$ cat src/rtl/fp16_pkg.sv
// Shared FP16 definitions for the dual-mode INT/FP16 arithmetic blocks.
// Classification flushes subnormals to ZERO so datapaths never see them.
package fp16_pkg;

   localparam int          FP16_BIAS    = 15;
   localparam logic [15:0] FP16_QNAN    = 16'h7E00;
   localparam logic [4:0]  FP16_EXP_MAX = 5'h1F;

   typedef enum logic [1:0] {
      ZERO,
      NORM,
      INF,
      NAN
   } fp16_class_e;

   function automatic fp16_class_e fp16_class(input logic [15:0] x);
      fp16_class_e cls;
      cls = NORM;
      if (x[14:10] == 5'd0)
         cls = ZERO;
      else if (x[14:10] == FP16_EXP_MAX)
         cls = (x[9:0] == 10'd0) ? INF : NAN;
      return cls;
   endfunction

endpackage

$ cat src/rtl/mul_nbit.sv
// Unsigned n x n array multiplier: sum of shifted partial products.
module mul_nbit #(
   parameter int n = 8
) (
   input  logic [n-1:0]   a,
   input  logic [n-1:0]   b,
   output logic [2*n-1:0] p
);

   always_comb begin
      p = '0;
      for (int i = 0; i < n; i++) begin
         if (b[i])
            p = p + ({{n{1'b0}}, a} << i);
      end
   end

endmodule

$ cat src/rtl/int_fp_mul.sv
// Three-stage dual-mode multiplier: signed INT8 x INT8 or FP16 x FP16 (truncating),
// S1 unpack/classify, S2 multiply, S3 normalize/pack, behind a valid/ready stream.
module int_fp_mul
   import fp16_pkg::*;
#(
   parameter int STAGES = 3
) (
   input  logic        clk,
   input  logic        rst,
   input  logic        in_valid,
   output logic        in_ready,
   input  logic        mode,
   input  logic [15:0] a,
   input  logic [15:0] b,
   output logic        out_valid,
   input  logic        out_ready,
   output logic [15:0] c,
   output logic        out_mode
);

   // Handshake: a transfer happens on a rising edge where valid and ready are
   // both high. The stall is global (output held, not taken) and freezes every
   // stage including empty ones; in_ready is its combinational inverse.
   logic [STAGES-1:0] vld;
   logic              stall;

   assign out_valid = vld[STAGES-1];
   assign stall     = vld[STAGES-1] & ~out_ready;
   assign in_ready  = ~stall;

   // S1 state
   logic              mode1, fsgn1, isgn1;
   fp16_class_e       cls_a1, cls_b1;
   logic signed [6:0] e1;
   logic [10:0]       ma1, mb1;
   logic [7:0]        mag_a1, mag_b1;

   // S2 state
   logic              mode2, fsgn2;
   fp16_class_e       cls_a2, cls_b2;
   logic signed [6:0] e2;
   logic [21:0]       p2;
   logic [15:0]       ip2;

   logic [21:0]       p_mant;
   logic [15:0]       p_int;
   logic signed [6:0] e_n;
   logic [9:0]        mant;
   logic [15:0]       res;
   logic              unused_p_lo;

   mul_nbit #(.n(11)) u_mul_mant (
      .a (ma1),
      .b (mb1),
      .p (p_mant)
   );

   mul_nbit #(.n(8)) u_mul_int (
      .a (mag_a1),
      .b (mag_b1),
      .p (p_int)
   );

   // Only the top 12 product bits matter under truncation.
   assign unused_p_lo = ^p2[9:0];

   always_comb begin
      e_n  = e2;
      mant = p2[19:10];
      if (p2[21]) begin
         e_n  = e2 + 7'sd1;
         mant = p2[20:11];
      end
      res = {fsgn2, e_n[4:0], mant};
      if (!mode2)
         res = ip2;
      else if (cls_a2 == NAN || cls_b2 == NAN ||
               (cls_a2 == INF && cls_b2 == ZERO) || (cls_a2 == ZERO && cls_b2 == INF))
         res = FP16_QNAN;
      else if (cls_a2 == INF || cls_b2 == INF)
         res = {fsgn2, FP16_EXP_MAX, 10'd0};
      else if (cls_a2 == ZERO || cls_b2 == ZERO || e_n <= 7'sd0)
         res = {fsgn2, 15'd0};
      else if (e_n >= 7'sd31)
         res = {fsgn2, FP16_EXP_MAX, 10'd0};
   end

   always_ff @(posedge clk or posedge rst) begin
      if (rst) begin
         vld      <= '0;
         mode1    <= 1'b0;
         fsgn1    <= 1'b0;
         isgn1    <= 1'b0;
         cls_a1   <= ZERO;
         cls_b1   <= ZERO;
         e1       <= '0;
         ma1      <= '0;
         mb1      <= '0;
         mag_a1   <= '0;
         mag_b1   <= '0;
         mode2    <= 1'b0;
         fsgn2    <= 1'b0;
         cls_a2   <= ZERO;
         cls_b2   <= ZERO;
         e2       <= '0;
         p2       <= '0;
         ip2      <= '0;
         c        <= '0;
         out_mode <= 1'b0;
      end else if (!stall) begin
         vld    <= {vld[STAGES-2:0], in_valid};
         // S1: unpack and classify
         mode1  <= mode;
         fsgn1  <= a[15] ^ b[15];
         isgn1  <= a[7] ^ b[7];
         cls_a1 <= fp16_class(a);
         cls_b1 <= fp16_class(b);
         e1     <= $signed({2'b00, a[14:10]}) + $signed({2'b00, b[14:10]})
                   - $signed(7'(FP16_BIAS));
         ma1    <= {1'b1, a[9:0]};
         mb1    <= {1'b1, b[9:0]};
         mag_a1 <= a[7] ? (8'd0 - a[7:0]) : a[7:0];
         mag_b1 <= b[7] ? (8'd0 - b[7:0]) : b[7:0];
         // S2: multiply
         mode2  <= mode1;
         fsgn2  <= fsgn1;
         cls_a2 <= cls_a1;
         cls_b2 <= cls_b1;
         e2     <= e1;
         p2     <= p_mant;
         ip2    <= isgn1 ? (16'd0 - p_int) : p_int;
         // S3: normalize and pack
         c        <= res;
         out_mode <= mode2;
      end
   end

endmodule

$ cat config.mk
export PLATFORM = sky130hd
export DESIGN_NAME = int_fp_mul
export DESIGN_NICKNAME = d
export VERILOG_FILES = /design/src/rtl/fp16_pkg.sv /design/src/rtl/mul_nbit.sv /design/src/rtl/int_fp_mul.sv
export SDC_FILE = /design/constraint.sdc
export NUM_CORES = 1
export LEC_CHECK = 0
export ABC_AREA = 1
export CORE_AREA = 2 2 194 196
export DETAILED_ROUTE_END_ITERATION = 12
export DIE_AREA = 0 0 196 198
export PLACE_DENSITY_LB_ADDON = 0.1
export RECOVER_POWER = 100
export SLEW_MARGIN = 20
export SYNTH_ARGS = -nofsm -noshare
export SYNTH_HDL_FRONTEND = slang
export SYNTH_SLANG_ARGS = --single-unit
$ cat constraint.sdc
create_clock -name clk -period 13.9 [get_ports clk]
set_clock_uncertainty 0.1 [all_clocks]
set_input_delay 2.78 -clock clk [delete_from_list [all_inputs] [get_ports clk]]
set_output_delay 2.78 -clock clk [all_outputs]
set_load 0.01 [all_outputs]
-- Word level (Yosys, flattened, before mapping)
Index checks and enable logic that the tools add are counted.
- word-level logic and storage cells: 105
- bits of input ports: 37
- output and inout port bits: 19
- register bits: 123
- multiplexer cells: 35
- eq/ne operators: 6
- $lt $le $gt $ge: 2
- bitwise gates (word level): 5
- reductions and logical operators: 14
- add/sub/neg operators: 23
- operators with widths (kind ; number):
    two-way mux 22 bit ; 10
    two-way mux 16 bit ; 10
    two-way mux 15 bit ; 3
    two-way mux 8 bit ; 3
    adder 22 x 12 -> 22 bit ; 1
    adder 22 x 13 -> 22 bit ; 1
    adder 22 x 14 -> 22 bit ; 1
    adder 22 x 15 -> 22 bit ; 1
    adder 22 x 16 -> 22 bit ; 1
    adder 22 x 17 -> 22 bit ; 1
    adder 22 x 18 -> 22 bit ; 1
    adder 22 x 19 -> 22 bit ; 1
    adder 22 x 20 -> 22 bit ; 1
    adder 22 x 21 -> 22 bit ; 1
    zero test 10 bit ; 2
    adder 16 x 10 -> 16 bit ; 1
    adder 16 x 11 -> 16 bit ; 1
    adder 16 x 12 -> 16 bit ; 1
    adder 16 x 13 -> 16 bit ; 1
    adder 16 x 14 -> 16 bit ; 1
    adder 16 x 15 -> 16 bit ; 1
    adder 16 x 9 -> 16 bit ; 1
    subtractor 1 x 16 -> 16 bit (first input constant) ; 1
    subtractor 1 x 8 -> 8 bit (first input constant) ; 2
    other kinds (19) ; 37

-- Depth between registers and ports, before layout
Gate-level depths: netlist of the first run.
- depth in word-level cells: 21
- depth in mapped cells: 95
- depth with buffers taken out: 94

-- Hierarchy
Synthesis of the first run repeated with hierarchy kept, for this count alone.
- cells, all modules: 2316
- area total of the unflattened synthesis: 14928.1 µm²
- by module, submodules not included (module ; area each (µm²) ; times used ; cells each ; sequential area each (µm²)):
    mul_nbit at u_mul_mant ; 6216.0 ; 1 ; 1085 ; 0.0
    int_fp_mul ; 5596.6 ; 1 ; 713 ; 2752.6
    mul_nbit at u_mul_int ; 3115.5 ; 1 ; 518 ; 0.0

-- Least setup slack after synthesis of the first run
OpenSTA, ideal clock, no wires.
- path kind: register to register
- start point: register ma1[1]
- end point: register p2[19]
- data arrival time: 11244 ps
- library setup time: 117 ps
- buffers on the path: 0
- stages on the path, launching flop included: 78
- data required time: 13683 ps
- period minus slack after synthesis: 11461 ps
- setup slack: 2439 ps
- cell sequence: dfrtp_1 -> inv_1 -> nor2_4 -> inv_1 -> fa_1 -> nand2_1 -> nand2_1 -> nor2_4 -> inv_1 -> fa_1 -> o21ai_0 -> xnor2_1 -> nand2_1 -> and2_1 -> ha_1 -> nand2_1 -> o21ai_4 -> inv_2 -> [... 42 more ...] -> o21a_1 -> nand2_2 -> xnor2_1 -> nand2_1 -> and2_1 -> ha_1 -> a21oi_1 -> nor2_1 -> nor2_1 -> inv_1 -> a21oi_1 -> nor2_1 -> nor2_1 -> o21bai_1 -> or2_2 -> a32o_1 -> inv_1 -> nand2_1
- word-level cells in the longest chain between the ends: 21
- ends and longest elaborated chain (what ; line ; text):
    start: declaration ; int_fp_mul.sv:35 ; logic [10:0] ma1, mb1;
    start signal: assignment ; int_fp_mul.sv:120 ; ma1 <= {1'b1, a[9:0]};
    two-way mux 11 bit ; mul_nbit.sv:13 ; if (b[i])
    adder 22 x 12 -> 22 bit ; mul_nbit.sv:14 ; p = p + ({{n{1'b0}}, a} << i);
    two-way mux 22 bit ; mul_nbit.sv:13 ;
    adder 22 x 13 -> 22 bit ; mul_nbit.sv:14 ;
    two-way mux 22 bit ; mul_nbit.sv:13 ;
    adder 22 x 14 -> 22 bit ; mul_nbit.sv:14 ;
    two-way mux 22 bit ; mul_nbit.sv:13 ;
    adder 22 x 15 -> 22 bit ; mul_nbit.sv:14 ;
    [... 5 more ...] ; n/a ;
    adder 22 x 18 -> 22 bit ; mul_nbit.sv:14 ;
    two-way mux 22 bit ; mul_nbit.sv:13 ;
    adder 22 x 19 -> 22 bit ; mul_nbit.sv:14 ;
    two-way mux 22 bit ; mul_nbit.sv:13 ;
    adder 22 x 20 -> 22 bit ; mul_nbit.sv:14 ;
    two-way mux 22 bit ; mul_nbit.sv:13 ;
    adder 22 x 21 -> 22 bit ; mul_nbit.sv:14 ;
    two-way mux 22 bit * ; mul_nbit.sv:13 ;
    end signal: assignment ; int_fp_mul.sv:130 ; p2 <= p_mant;
    end: declaration ; int_fp_mul.sv:42 ; logic [21:0] p2;
Every way passes the cells marked *; elsewhere a longest branch is shown, timed or not.
A chain may end at the register's enable or synchronous reset.

-- Worst setup path after layout of the first run
- start point: register ma1[0]
- end point: register p2[19]
The elaborated chain is that of the path after synthesis.

==> impl_metrics.ini, run 1 <==
[flow_run]
drv.max_cap_violation_count = 2

[worst_setup_path]
cp-startpoint = ma1[0]$_DFFE_PP0N_
worst_r2r_endpoint = p2[19]$_DFFE_PP0N_
cp_slowest_stage_delay_ps = 590
cp-start-kind = register
critPathMaxFanout = 12
timing.setup.critical_path_class = register to register
reg2reg_depth = 80
worst_path_max_delay_cell = sky130_fd_sc_hd__dfrtp_2
setup.reg_to_reg.worst_slack_ps = 1530
worst-endpoint-required_ps = 14060
crit_arrival_ps = 12530
crit-reg2reg-launch = ma1[0]$_DFFE_PP0N_
setup.worst_path.end_class = register
cpMostUsedCell = sky130_fd_sc_hd__nand2_1

[detailed_routing]
drt-total-wl_um = 41000
drt.antenna.violating_nets = 0
viasPerCell = 5.12
first_iter_violations = 631
post_route_drc = 0
route.detailed.wl_per_inst_um = 15.3
vias = 13700
first_pass_iters = 5

[clock_network]
tritoncts_num_sinks = 110
clock_insertion_delay_worst_skew_ps = 370
cts_tree = yes
cts-buffers-inserted = 9
cts_buffer_depth = 2
cts.htree.levels = 3
cts-root-buf = sky130_fd_sc_hd__clkbuf_16
path_clk_slew_ps = 80
cts.hold.buffers_added = 0

[grt]
grt_antenna_before_repair = 0
via_count_of_the_first_global_routing_pass = 13600
grt_pass1_wl_um = 68600
grt_overflow = 0
grt_start_max_net_pins = 97
globalRouteTotalUtil = 0.218

[synth]
synth_area_leader_cell = sky130_fd_sc_hd__dfrtp_1
avgSynthCellArea_um2 = 6.68
portion_of_the_post_synthesis_area_used_by_sequential_elements = 0.190
synth_simple_gate_area_share = 0.332
synth_commonest_cells = sky130_fd_sc_hd__nand2_1, sky130_fd_sc_hd__inv_1, sky130_fd_sc_hd__ha_1, sky130_fd_sc_hd__nand3_1, sky130_fd_sc_hd__nor2_1
postSynthCellCount = 2171
synth_async_sr_flop_share = 1.00
synth_most_common_cell = sky130_fd_sc_hd__nand2_1
synth_top_flop_cell = sky130_fd_sc_hd__dfrtp_1
synth.distinct_cells = 62
synth-compound-area-share = 0.164
netlist_top_cells_area = sky130_fd_sc_hd__dfrtp_1, sky130_fd_sc_hd__ha_1, sky130_fd_sc_hd__nand2_1
ys_warn_count = 0
yosys_register_bits = 110
synth_adder_area_share = 0.174
syn-num-nets = 2399
post_synth_instance_area_mm2 = 0.0145
synth-edff-count = 0
synth_mux_area_frac = 0.000690
yosys.area_share.xor_xnor = 0.0441
synth_top_family_by_area = simple AND/OR/NAND/NOR gates
synthDominantCellAreaShare = 0.190

[hold_path]
worstHoldPathCells = 2
worst_hold_path_type = register to register
min_to = vld[2]$_DFFE_PP0N_
hold_start = vld[1]$_DFFE_PP0N_

[sta]
maxSlewHeadroom = -1.20
period_share = 0.890
min_period_ps = 12370
worst_pin_slew_ps = 3310
slew_violations = 113
maxClockFrequency_mhz = 80.8
timing.final.setup_violations = 0
hold_fails_final_rpt = 0
rsz0062_at_grt = false
timing.setup.tns_ps = 0

[final_layout]
antenna_cells_inserted = 0
fraction_of_final_layout_cells_sized_beyond_drive_strength_1 = 0.0923
layout.nets = 2432
area_growth_syn_to_layout_pct = 9.37

[place]
gp_congestion = 0.885
dp.final_hpwl_um = 32100
portBuffers = 55

[outcome]
outcome = complete, but fails checks
failed_checks = capacitance limit, slew limit

[floorplan]
fp.dieW_um = 196
chipHeight_um = 198
core_area_mm2 = 0.0370
floorplan.rows = 71
die-area_mm2 = 0.0388
design.portCount = 56
initial_core_util = 0.393
[kinds of logic (layout without fill, tap and decap cells)]
group,Yosys count,after routing
compound gates,407,407
xor+xnor,73,73
fa+ha+maj,191,191
buf+inv,356,394
flops,110,110
mux,1,1
simple gates,1033,1033
[cell type report]
cell class / count / area, um^2
timing repair buffer: 75 / 697
fill: 3926 / 21100
clock inverter: 7 / 86.3
inverter: 303 / 1150
sequential: 110 / 2760
clock buffer: 9 / 225
tap: 474 / 593
multi-input combinational: 1705 / 10400
[critical path: cells and delay by family, from the launching register on]
family          cells  cell delay [ps]
compound gates     14             2460
xor+xnor            5              780
fa+ha+maj          10             3230
buf+inv             6              360
flops               1              590
simple gates       45             4730
[metal layers]
| layer | global-route usage | routed length [um] |
|---|---|---|
| met1 | 0.286 | 19600 |
| met2 | 0.385 | 19700 |
| met3 | 0.0206 | 981 |
| met4 | 0.0542 | 785 |
| met5 | 0 | 0 |
[what timing repair did]
item                                   in CTS  in global routing
setup buffers                               0                  8
setup endpoints to repair                   0                  6
gates resized for setup                     0                  6
endpoints found under the hold margin       0                  0
[layout by cell type, fill, tap and decap left out, types with 32 or more instances in the layout]
| master | netlist | routed |
|---|---|---|
| sky130_fd_sc_hd__ha_1 | 173 | 173 |
| sky130_fd_sc_hd__o21ai_0 | 133 | 135 |
| sky130_fd_sc_hd__o21ai_1 | 34 | 32 |
| sky130_fd_sc_hd__dfrtp_1 | 110 | 107 |
| sky130_fd_sc_hd__nand2_2 | 49 | 48 |
| sky130_fd_sc_hd__nand3_1 | 156 | 156 |
| sky130_fd_sc_hd__xor2_1 | 40 | 40 |
| sky130_fd_sc_hd__nand3_2 | 46 | 46 |
| sky130_fd_sc_hd__clkdlybuf4s50_1 | 0 | 34 |
| sky130_fd_sc_hd__a21oi_1 | 130 | 130 |
| sky130_fd_sc_hd__xnor2_1 | 33 | 33 |
| sky130_fd_sc_hd__nand2_1 | 533 | 534 |
| sky130_fd_sc_hd__inv_1 | 291 | 289 |
| sky130_fd_sc_hd__nor2_1 | 135 | 135 |
[how the worst max path moves through the flow]
stage	end	slack, ps
3_3_place_gp	p2[19]$_DFFE_PP0N_	970
4_1_cts	p2[19]$_DFFE_PP0N_	790
2_1_floorplan	p2[19]$_DFFE_PP0N_	2440
6_report	p2[19]$_DFFE_PP0N_	1530
5_1_grt	p2[20]$_DFFE_PP0N_	1
3_5_place_dp	p2[19]$_DFFE_PP0N_	850
[state kept, by name (all words and copies together), names as in the netlist, 2 cells and up]
signal / count
c: 16
cls_a1: 2
cls_a2: 2
cls_b1: 2
cls_b2: 2
e1: 7
e2: 7
ip2: 15
ma1: 11
mag_a1: 7
mag_b1: 7
mb1: 10
p2: 13
vld: 3
[through the flow]
stage,worst slack (ps),area [um^2],cells,hold WS (ps),util
global placement,973,15500,2659,330,0.420
floorplan,2440,14500,2171,320,-
CTS,785,15800,2675,349,0.428
global route,1.02,15900,2683,406,0.429
finish,1530,15900,2683,347,0.429
detailed placement,850,15500,2659,329,0.420
Power of run 1 is left out: the tool's default activity adds up to more than one toggle a clock period on the data nets, which glitch-free logic cannot reach.
==> run 2: changes to the inputs <==
--- a/config.mk
+++ b/config.mk
@@ -9,7 +9,7 @@
 export CORE_AREA = 2 2 194 196
 export DETAILED_ROUTE_END_ITERATION = 12
 export DIE_AREA = 0 0 196 198
-export PLACE_DENSITY_LB_ADDON = 0.1
+export PLACE_DENSITY = 0.59
 export RECOVER_POWER = 100
 export SLEW_MARGIN = 20
 export SYNTH_ARGS = -nofsm -noshare
==> run 2 against run 1 <==
Compared with the run above:
- the run still ends with capacitance limit, slew limit left
- final cell count down 0.19%
- critical path type unchanged
- setup slack worse by 110 ps
- die area is the same
- critical endpoint unchanged
==> impl_metrics.ini, run 2 (synthesis gave the netlist of run 1 again) <==
[clock_network]
cts.htree.levels = 3
cts_buffer_depth = 2
cts_tree = yes
tritoncts_num_sinks = 110
path_clk_slew_ps = 80
cts-root-buf = sky130_fd_sc_hd__clkbuf_16
cts.hold.buffers_added = 0
cts-buffers-inserted = 9
clock_insertion_delay_worst_skew_ps = 370

[final_layout]
top_register = c
fraction_of_final_layout_cells_sized_beyond_drive_strength_1 = 0.0885
layout.nets = 2426
area_growth_syn_to_layout_pct = 8.96
largest_register_ff_count = 16
top_regs = c: 16 flops, ip2: 15 flops, p2: 13 flops
commonest_non_fill_non_tap_cell_in_the_layout = sky130_fd_sc_hd__nand2_1
final_design_area_no_fill_mm2 = 0.0158
layout_common_cells = sky130_fd_sc_hd__nand2_1, sky130_fd_sc_hd__inv_1, sky130_fd_sc_hd__ha_1

[sta]
timing.final.setup_violations = 0
slew_violations = 216
rsz0062_at_grt = false
min_period_ps = 12480
maxSlewHeadroom = -1.25
timing.setup.tns_ps = 0
period_share = 0.898
hold_fails_final_rpt = 0
maxClockFrequency_mhz = 80.1
worst_pin_slew_ps = 3370

[detailed_routing]
post_route_drc = 0
viasPerCell = 5.13
drt-total-wl_um = 39000
route.detailed.wl_per_inst_um = 14.6
drt.antenna.violating_nets = 0
first_pass_iters = 5
vias = 13700
first_iter_violations = 743

[grt]
grt_antenna_before_repair = 1
grt_pass1_wl_um = 65900
grt_start_max_net_pins = 98
via_count_of_the_first_global_routing_pass = 13300
grt_overflow = 0
globalRouteTotalUtil = 0.208

[floorplan]
fp.dieW_um = 196
chipHeight_um = 198
initial_core_util = 0.393
core_area_mm2 = 0.0370
floorplan.rows = 71
die-area_mm2 = 0.0388
design.portCount = 56

[worst_setup_path]
cp-start-kind = register
worst-endpoint-required_ps = 14060
setup.reg_to_reg.worst_slack_ps = 1420
critPathMaxFanout = 12
cpMostUsedCell = sky130_fd_sc_hd__nand2_1
reg2reg_depth = 79
setup.worst_path.end_class = register
worst_path_max_delay_cell = sky130_fd_sc_hd__dfrtp_2
cp_slowest_stage_delay_ps = 580
timing.setup.critical_path_class = register to register
crit_arrival_ps = 12640

[flow_run]
drv.max_cap_violation_count = 4

[place]
dp.final_hpwl_um = 30700
portBuffers = 55
placed_area_mm2 = 0.0155
gp_congestion = 0.871

[hold_path]
worst_hold_path_type = register to register
worstHoldPathCells = 2

[outcome]
outcome = complete, but fails checks
failed_checks = capacitance limit, slew limit
run 2: worst paths after layout:
| kind | from | endpoint |
|---|---|---|
| setup / recovery | ma1[1]$_DFFE_PP0N_ | p2[19]$_DFFE_PP0N_ |
| hold / removal | vld[1]$_DFFE_PP0N_ | vld[2]$_DFFE_PP0N_ |
| setup reg to reg | ma1[1]$_DFFE_PP0N_ | p2[19]$_DFFE_PP0N_ |
| hold reg to reg | vld[1]$_DFFE_PP0N_ | vld[2]$_DFFE_PP0N_ |
| max in group asynchronous | rst | ma1[1]$_DFFE_PP0N_ |
| min in group asynchronous | rst | vld[2]$_DFFE_PP0N_ |
run 2: final cells by class:
cell class,instances,area [um^2]
antenna,1,2.50
clock buffer,9,225
clock inverter,7,77.6
fill,3901,21100
inverter,303,1150
multi-input combinational,1705,10400
sequential,110,2760
tap,474,593
timing repair buffer,69,641
run 2: worst max-delay path, delay by kind of cell (launching register included):
| family | cells | cell delay [ps] |
|---|---|---|
| buffers and inverters | 7 | 720 |
| AND/OR/NAND/NOR | 44 | 4310 |
| AO/OA/AOI/OAI | 12 | 2430 |
| adder cells (fa/ha/maj) | 10 | 3330 |
| flip-flops | 1 | 580 |
| XOR/XNOR | 6 | 920 |
run 2: through the flow:
step	cells	hold WS [ps]	setup slack, ps	utilization
after floorplan	2171	320	2440	-
after global routing	2677	401	26.6	0.428
after detailed placement	2658	339	1000	0.419
after global placement	2658	334	1310	0.419
final	2678	359	1420	0.428
after CTS	2674	361	956	0.428
run 2: metal layers:
metal	global-route usage	vias to the layer above	part of all wire
met5	0	-	0
li1	-	7221	-
met4	0.0429	0	0.017
met3	0.0169	42	0.025
met1	0.283	6282	0.49
met2	0.361	184	0.47
run 2: repair_timing:
| item | 4_1_cts | 5_1_grt |
|---|---|---|
| endpoints found under the setup margin | 0 | 5 |
| setup buffers | 0 | 3 |
| gates resized for setup | 0 | 3 |
Power of run 2 is left out for the same reason.
==> RTL edit: new RTL, config.mk and constraints of run 2 <==
The parameter `STAGES` goes from 3 to 2.
--- a/src/rtl/int_fp_mul.sv
+++ b/src/rtl/int_fp_mul.sv
@@ -3,7 +3,7 @@
 module int_fp_mul
    import fp16_pkg::*;
 #(
-   parameter int STAGES = 3
+   parameter int STAGES = 2
 ) (
    input  logic        clk,
    input  logic        rst,
Behaviour: not the same (a bounded check fails within 4 cycles, from zero or initial values and one cycle with rst high).
==> RTL edit against run 2 <==
- the run still ends with max-capacitance violations, max-slew violations left
- sequential cell count decreased by 1
- worst setup slack improved by 14 ps
- first-iteration DRC count decreased by 0.40%
- area after synthesis decreased by 0.69%
- non-clock buffer count increased by 1
- routed wire length increased by 0.41%
- final area decreased by 0.89%
- maximum frequency increased by 0.11%
- global-route usage decreased by 0.21 points
- die area unchanged
- critical endpoint is now p2[20]
==> RTL edit: results (changes against run 2) <==
[route]
detailroute.via_count=13800  ; +0.35%
met3WireLength_mm=1.41  ; +47%
detail_route.iter0.violations=740  ; -0.40%
route.layer.met1.wl_mm=18.2  ; -4.6%
route.met2.wl_mm=18.5  ; +1.3%
route.final.wire_length_mm=39.2  ; +0.41%

[synthesis]
leading_cell_types_by_count_after_synthesis=sky130_fd_sc_hd__nand2_1, sky130_fd_sc_hd__inv_1, sky130_fd_sc_hd__ha_1
synth-seq-area-share_pct=18.9  ; -0.042 points
synth_compound_area_share_pct=15.1  ; -1.2 points
share_of_synthesized_area_spent_on_multiplexers_pct=0.0782  ; +0.0092 points
synth.top_cells.by_area=sky130_fd_sc_hd__dfrtp_1, sky130_fd_sc_hd__ha_1, sky130_fd_sc_hd__nand2_1, sky130_fd_sc_hd__inv_1, sky130_fd_sc_hd__nand3_1
yosysUniqueCellTypes=59  ; -4.8%
yosys.area_share.adder_pct=17.5  ; +0.12 points

[global_routing]
largest_net_degree_at_the_start_of_global_routing=77  ; -21%
grt_first_pass_wirelength_mm=65.4  ; -0.72%
grt_antenna_before_repair=0  ; -1
grt.total_usage_pct=20.6  ; -0.21 points

[cells_and_area]
fraction_of_layout_instances_using_a_drive_strength_above_1_pct=6.68  ; -2.2 points
num-nets-final=2440  ; +0.58%
fill_cells=3944  ; +1.1%

[sta]
worst_pin_slew_ps=3160  ; -213 ps
drv_slew=217  ; +0.46%
clock.fmax_mhz=80.2  ; +0.11%

[clock_network]
worstSkewPairLatency_ps=350  ; -20 ps

[critical_path]
worst-endpoint-arrival_ps=12610  ; -30 ps
worst_path_max_delay_cell=sky130_fd_sc_hd__dfrtp_4
ff2ff_path_depth=84  ; +6.3%

[flow_run]
maxCapViolCount=4  ; unchanged

[run_status]
failed_checks=max-capacitance violations, max-slew violations
outcome=finished with violations

[placed_design]
globalplace.congestion=0.880  ; +1.1%

[RTL edit: cell types whose count changed after synthesis, sizes merged, moves of 4 or more]
cell,run 2,this run
xor2,40,44
clkinv,2,7
o21ai,181,158
nand3,202,214
o21bai,16,23
nor2,145,168
nand3b,12,7
a21oi,136,128
[RTL edit: final timing paths]
check	startpoint	end	slack (ps)
setup / recovery	ma1[1]	p2[20]	1430
hold reg to reg	vld[0]	vld[1]	360
max in group asynchronous	rst	mb1[0]	6100
min in group asynchronous	rst	vld[1]	3400
setup reg to reg	ma1[1]	p2[20]	1430
hold / removal	vld[0]	vld[1]	360
[RTL edit: where the power goes]
group	switching, uW	internal, uW
Combinational	1910	1280
Clock	119	142
Sequential	109	408
Total	2140	1830
[RTL edit: logic make-up after synthesis]
kind of cell | count (synthesis)
buf+inv | 361
compound gates | 378
mux | 1
simple gates | 1069
xor+xnor | 74
fa+ha+maj | 191
flops | 109
[RTL edit: what timing repair did]
action | 4_1_cts | 5_1_grt
buffers inserted | 0 | 7
setup endpoints to repair | 0 | 5
resized for setup | 0 | 8
[RTL edit: layout make-up]
type | count | area [um^2] | share of cell area [%]
antenna | 1 | 2.50 | 0.0160
clock inverter | 5 | 67.6 | 0.431
tap | 474 | 593 | 3.79
timing repair buffer | 70 | 656 | 4.18
multi-input combinational | 1713 | 10200 | 65.2
sequential | 109 | 2740 | 17.5
clock buffer | 10 | 229 | 1.46
inverter | 309 | 1170 | 7.45
[RTL edit: per-stage QoR]
stage          hold WS (ps)  instances  setup slack (ps)  area [um^2]  util (%)
6_report                356       2691              1430        15700      42.4
5_1_grt                 400       2690              25.6        15700      42.4
3_5_place_dp            342       2668              1000        15300      41.5
2_1_floorplan           320       2183              2500        14400         -
3_3_place_gp            339       2668              1430        15300      41.5
4_1_cts                 361       2683               964        15600      42.3
[RTL edit: routing by layer]
layer | track usage [%] | up-vias
li1 | - | 7220
met1 | 26.9 | 6308
met2 | 36.3 | 197
met3 | 1.52 | 52
met4 | 6.00 | 0
met5 | 0 | -
[RTL edit: critical path, delay by kind of cell, from the launching register on]
family,cells,cell delay (ps)
AOI/OAI and AO/OA,13,2390
xor gates and xnor gates,5,720
adders and majority gates,10,3330
buffers and inverters,11,910
DFF,1,540
and+or+nand+nor,45,4360
